### src/rtl/datapath_ctrl_pkg.sv
// Shared types and instruction-field constants for the datapath controller.
package datapath_ctrl_pkg;

    localparam int unsigned INSTR_W = 16;
    localparam int unsigned OPC_W   = 3;
    localparam int unsigned OP_W    = 2;
    localparam int unsigned REG_W   = 3;
    localparam int unsigned SH_W    = 2;
    localparam int unsigned ALU_W   = 2;

    localparam int unsigned OPC_LSB = 13;
    localparam int unsigned OP_LSB  = 11;
    localparam int unsigned RN_LSB  = 8;
    localparam int unsigned RD_LSB  = 5;
    localparam int unsigned SH_LSB  = 3;
    localparam int unsigned RM_LSB  = 0;

    localparam logic [OPC_W-1:0] OPC_MOV = 3'b110;
    localparam logic [OPC_W-1:0] OPC_ALU = 3'b101;
    localparam logic [OP_W-1:0]  OP_MOVI = 2'b10;
    localparam logic [OP_W-1:0]  OP_MOVR = 2'b00;
    localparam logic [OP_W-1:0]  OP_ADD  = 2'b00;
    localparam logic [OP_W-1:0]  OP_CMP  = 2'b01;
    localparam logic [OP_W-1:0]  OP_AND  = 2'b10;
    localparam logic [OP_W-1:0]  OP_MVN  = 2'b11;

    localparam logic [ALU_W-1:0] ALU_ADD = 2'b00;
    localparam logic [ALU_W-1:0] ALU_SUB = 2'b01;
    localparam logic [ALU_W-1:0] ALU_AND = 2'b10;
    localparam logic [ALU_W-1:0] ALU_NOT = 2'b11;

    typedef enum logic [2:0] {
        S_IDLE, S_DECODE, S_GETA, S_GETB, S_EXEC, S_WREG, S_WIMM
    } state_t;

    typedef enum logic [2:0] {
        CLS_MOVI, CLS_MOVR, CLS_ADD, CLS_CMP, CLS_AND, CLS_MVN, CLS_ILL
    } cls_t;

    typedef struct packed {
        cls_t             cls;
        logic [REG_W-1:0] rn;
        logic [REG_W-1:0] rd;
        logic [REG_W-1:0] rm;
        logic [SH_W-1:0]  sh;
        logic [ALU_W-1:0] aluop;
    } dec_t;

endpackage

### src/rtl/datapath_ctrl_decode.sv
// Combinational instruction decode: IR -> class, register fields, ALU op, sign-extended immediate.
module ctrl_decode
    import datapath_ctrl_pkg::*;
#(
    parameter int unsigned W     = 16,
    parameter int unsigned IMM_W = 8
) (
    input  logic [INSTR_W-1:0] ir,
    output dec_t               dec,
    output logic [W-1:0]       sximm
);

    logic [OPC_W-1:0] opc;
    logic [OP_W-1:0]  op;

    assign opc = ir[OPC_LSB +: OPC_W];
    assign op  = ir[OP_LSB  +: OP_W];

    always_comb begin
        dec       = '0;
        dec.cls   = CLS_ILL;
        dec.rn    = ir[RN_LSB +: REG_W];
        dec.rd    = ir[RD_LSB +: REG_W];
        dec.rm    = ir[RM_LSB +: REG_W];
        dec.sh    = ir[SH_LSB +: SH_W];
        dec.aluop = ALU_W'(op);
        if (opc == OPC_MOV && op == OP_MOVI) begin
            dec.cls = CLS_MOVI;
        end else if (opc == OPC_MOV && op == OP_MOVR) begin
            dec.cls   = CLS_MOVR;
            dec.aluop = ALU_ADD;
        end else if (opc == OPC_ALU) begin
            case (op)
                OP_ADD:  dec.cls = CLS_ADD;
                OP_CMP:  dec.cls = CLS_CMP;
                OP_AND:  dec.cls = CLS_AND;
                default: dec.cls = CLS_MVN;
            endcase
        end
    end

    assign sximm = W'($signed(ir[IMM_W-1:0]));

endmodule

### src/rtl/datapath_ctrl.sv
// Multi-cycle Moore controller sequencing register read, ALU execute and write-back.
module datapath_ctrl
    import datapath_ctrl_pkg::*;
#(
    parameter int unsigned W     = 16,
    parameter int unsigned IMM_W = 8
) (
    input  logic               clk,
    input  logic               reset_n,
    input  logic               start,
    input  logic [INSTR_W-1:0] instr,
    output logic               w,
    output logic               illegal,
    output logic [REG_W-1:0]   readnum,
    output logic [REG_W-1:0]   writenum,
    output logic               write,
    output logic               vsel,
    output logic [W-1:0]       datapath_in,
    output logic               loada,
    output logic               loadb,
    output logic               asel,
    output logic               bsel,
    output logic [SH_W-1:0]    shift,
    output logic [ALU_W-1:0]   ALUop,
    output logic               loadc,
    output logic               loads
);

    state_t             state, state_nxt;
    logic [INSTR_W-1:0] ir;
    dec_t               dec;
    logic [W-1:0]       sximm;

    ctrl_decode #(.W(W), .IMM_W(IMM_W)) u_decode (
        .ir    (ir),
        .dec   (dec),
        .sximm (sximm)
    );

    // State and IR; instr is only captured on an accepted start in IDLE.
    always_ff @(posedge clk or negedge reset_n) begin
        if (!reset_n) begin
            state <= S_IDLE;
            ir    <= '0;
        end else begin
            state <= state_nxt;
            if (state == S_IDLE && start) ir <= instr;
        end
    end

    always_comb begin
        state_nxt = state;
        case (state)
            S_IDLE:   if (start) state_nxt = S_DECODE;
            S_DECODE: begin
                case (dec.cls)
                    CLS_MOVI:                 state_nxt = S_WIMM;
                    CLS_MOVR, CLS_MVN:        state_nxt = S_GETB;
                    CLS_ADD, CLS_CMP, CLS_AND: state_nxt = S_GETA;
                    default:                  state_nxt = S_IDLE;
                endcase
            end
            S_GETA:   state_nxt = S_GETB;
            S_GETB:   state_nxt = S_EXEC;
            S_EXEC:   state_nxt = (dec.cls == CLS_CMP) ? S_IDLE : S_WREG;
            S_WREG:   state_nxt = S_IDLE;
            S_WIMM:   state_nxt = S_IDLE;
            default:  state_nxt = S_IDLE;
        endcase
    end

    always_comb begin
        w           = 1'b0;
        illegal     = 1'b0;
        readnum     = '0;
        writenum    = '0;
        write       = 1'b0;
        vsel        = 1'b0;
        datapath_in = sximm;
        loada       = 1'b0;
        loadb       = 1'b0;
        asel        = 1'b0;
        bsel        = 1'b0;
        shift       = '0;
        ALUop       = '0;
        loadc       = 1'b0;
        loads       = 1'b0;
        case (state)
            S_IDLE:   w = 1'b1;
            S_DECODE: illegal = (dec.cls == CLS_ILL);
            S_GETA: begin
                readnum = dec.rn;
                loada   = 1'b1;
            end
            S_GETB: begin
                readnum = dec.rm;
                loadb   = 1'b1;
            end
            S_EXEC: begin
                shift = dec.sh;
                asel  = (dec.cls == CLS_MOVR) || (dec.cls == CLS_MVN);
                ALUop = dec.aluop;
                if (dec.cls == CLS_CMP) loads = 1'b1;
                else                    loadc = 1'b1;
            end
            S_WREG: begin
                writenum = dec.rd;
                write    = 1'b1;
            end
            S_WIMM: begin
                writenum = dec.rn;
                vsel     = 1'b1;
                write    = 1'b1;
            end
            default: ;
        endcase
    end

endmodule
### config.mk
export PLATFORM = sky130hd
export DESIGN_NAME = datapath_ctrl
export DESIGN_NICKNAME = d
export VERILOG_FILES = /design/src/rtl/datapath_ctrl_pkg.sv /design/src/rtl/datapath_ctrl_decode.sv /design/src/rtl/datapath_ctrl.sv
export SDC_FILE = /design/constraint.sdc
export NUM_CORES = 1
export LEC_CHECK = 0
export CAP_MARGIN = 20
export CORE_UTILIZATION = 28
export CTS_BUF_LIST = sky130_fd_sc_hd__clkbuf_8
export CTS_CLUSTER_SIZE = 20
export DETAILED_ROUTE_END_ITERATION = 10
export GPL_TIMING_DRIVEN = 1
export SLEW_MARGIN = 25
export SYNTH_ARGS = -nofsm -noshare
export SYNTH_HDL_FRONTEND = slang
export SYNTH_SLANG_ARGS = --single-unit
### constraint.sdc
create_clock -name clk -period 1.5 [get_ports clk]
set_input_delay 0.225 -clock clk [delete_from_list [all_inputs] [get_ports clk]]
set_output_delay 0.225 -clock clk [all_outputs]
set_load 0.01 [all_outputs]
==> results.yml <==
placement:
  placed_cell_area_mm2: 0.00177
  dp_hpwl_um: 2090
  dp_cells: 211
  portBuffers: 53
  gp_congestion: 0.833
pwr:
  finalPower_mw: 3.72
  power_density_mw_per_mm2: 1870
  power_leakage_nw: 0.970
  vdd_ir_drop_max_mv: 0.439
die:
  placeableCoreArea_mm2: 0.00403
  fp.dieArea_mm2: 0.00450
  die_y_um: 67.1
  design.portCount: 55
  dieWidth_um: 67.1
  core.rowCount: 23
  start_util: 0.294
yosys:
  ys_warn_count: 0
  synthCells: 108
  syn-num-nets: 127
  syn_area_mm2: 0.00118
  synth_cell_types: 29
  ys_seq_elements: 19
  synth_top_area_share: 0.401
  synth_area_leaders: "dfrtp_1, mux2_4, buf_4"
  syn_area_per_cell_um2: 11.0
  synth_top_cell_by_area: "dfrtp_1"
  ys_seq_area_frac: 0.401
global_routing:
  antenna_found_initial: 0
  grt-ovfl-total: 0
  grtUsageTotal: 0.143
  grt_pass1_vias: 971
  grt_pass1_wl_um: 4710
  grt_max_degree: 20
sta:
  final_hold_viol_count: 0
  drv_slew: 0
  setup_viol: 32
  finClkSkew_ns: 0.00132
  finalCritPeriodShare: 1.12
  grt_setup_unrepaired: "true"
  max_clock_freq_mhz: 596
  setup_slack_ns: -0.178
  finalCriticalPeriod_ns: 1.68
worst_setup_path:
  r2r_slack_ns: -0.18
  endpoint_kind: "flip-flop"
  worstPathRequired_ns: 1.64
  critPathKind: "flip-flop to flip-flop"
  critPathArrivalTime_ns: 1.82
  start_kind: "flip-flop"
  critPathMaxFanout: 8
cts:
  cts_tree: "done"
  cts_sinks: 19
  clk_pin_slew_ns: 0.07
  h-tree-depth: 1
  root_buffer: "clkbuf_8"
  ctsHoldBuffers: 0
  cts_buffers: 3
  clock_latency_ns: 0.25
  clock_path_buffers: 2
finish:
  drive_above_1_share: 0.542
  diodes: 0
  design_area_mm2: 0.00199
  stdcell_count: 227
  area_growth_pct: 68.2
  num-nets-final: 197
  layout_commonest_cell: "clkdlybuf4s50_1"
  final_cell_mix: "clkdlybuf4s50_1, buf_4, dfrtp_1"
min_path:
  hold_path.class: "input port to async pin"
detailed_routing:
  drtIter0Drc: 56
  vias_per_cell: 4.51
  route.detailed.drc: 0
  wl_per_cell_um: 14.3
  detail-route-antenna-nets: 0
  wl_um: 3260
  vias: 1023
  drt_first_pass_iters: 4
run_status:
  violations: "negative setup slack"
  status: "finished, violations left"
flow_run:
  cap_violations: 0
## kinds of logic (layout without fill, tap and decap cells)
logic type	after synthesis	in the layout	synth area share
AOI/OAI and AO/OA	12	12	0.0665
buffers and inverters	24	92	0.152
DFF	19	19	0.401
muxes	19	19	0.209
other	1	1	0.00316
and+or+nand+nor	33	34	0.168
## critical path, stage by stage (launching register included)
cell     delay [ns]
dfrtp_2        0.45
buf_4          0.15
buf_6          0.12
nor3_4         0.21
and2_4         0.28
mux2_2         0.36
## path summary, 6_finish.rpt
kind,from,endpoint,cells after the start
min in group clk,ir[3]$_DFFE_PN0P_,ir[3]$_DFFE_PN0P_,1
min reg2reg,ir[3]$_DFFE_PN0P_,ir[3]$_DFFE_PN0P_,1
min,reset_n,ir[10]$_DFFE_PN0P_,2
max in group asynchronous,reset_n,ir[13]$_DFFE_PN0P_,2
max reg2reg,state[0]$_DFFE_PN0P_,ir[13]$_DFFE_PN0P_,5
max,state[0]$_DFFE_PN0P_,ir[13]$_DFFE_PN0P_,5
## where the power goes
part	switching [mW]	internal, mW
sequential	0.272	0.766
combinational	0.882	1.44
clock	0.175	0.184
## synthesized netlist by cell type
library cell  number
mux2_4            10
nand4b_1           1
buf_2              2
nand2b_1           3
mux2_2             6
nor3_2             1
and4b_1            1
conb_1             1
nor4b_1            1
mux2i_1            3
o21ai_0            5
o32ai_1            1
buf_12             1
a21boi_0           1
nor2b_1            6
nand2_1            2
nor2_1             8
inv_1              2
a22oi_1            3
clkbuf_1           1
and2_1             5
o311ai_0           1
and2_4             1
buf_4             17
nor3_1             1
nor3b_1            3
buf_6              1
a31oi_1            1
dfrtp_1           19
## sequential cells by signal (all words and copies together), names as in the netlist
signal	cells
ir	16
state	3
## repair_timing
action | CTS | global route
setup endpoints to repair | 41 | 44
gates resized for setup | 100 | 31
pin swaps | 11 | 8
setup buffers | 7 | 4
gates cloned | 1 | 0
## stage by stage
stage | setup TNS, ns | hold slack (ns) | setup slack [ns] | utilization
after detailed placement | -5.74 | 0.510 | -0.315 | 0.439
final | -4.10 | 0.309 | -0.178 | 0.495
after global placement | -4.98 | 0.515 | -0.271 | 0.439
after floorplan | 0 | -0.0706 | 0.00105 | -
after CTS | -2.82 | 0.321 | -0.133 | 0.468
after global routing | -5.76 | 0.332 | -0.202 | 0.495
## cell type report
cell class                 instances  area (um^2)
timing repair buffer              86          771
multi-input combinational         66          627
fill                             382         2040
tap                               50         62.6
clock buffer                       3         41.3
sequential                        19          479
inverter                           2         7.51
clock inverter                     1         5.00
## metal layers
metal | GRT usage | vias up | share of wire
li1 | - | 490 | -
met1 | 0.180 | 488 | 0.43
met2 | 0.241 | 39 | 0.50
met3 | 0.0240 | 6 | 0.061
met4 | 0.0479 | 0 | 0.015
met5 | 0 | - | 0
(Power assumes the default switching activity.)
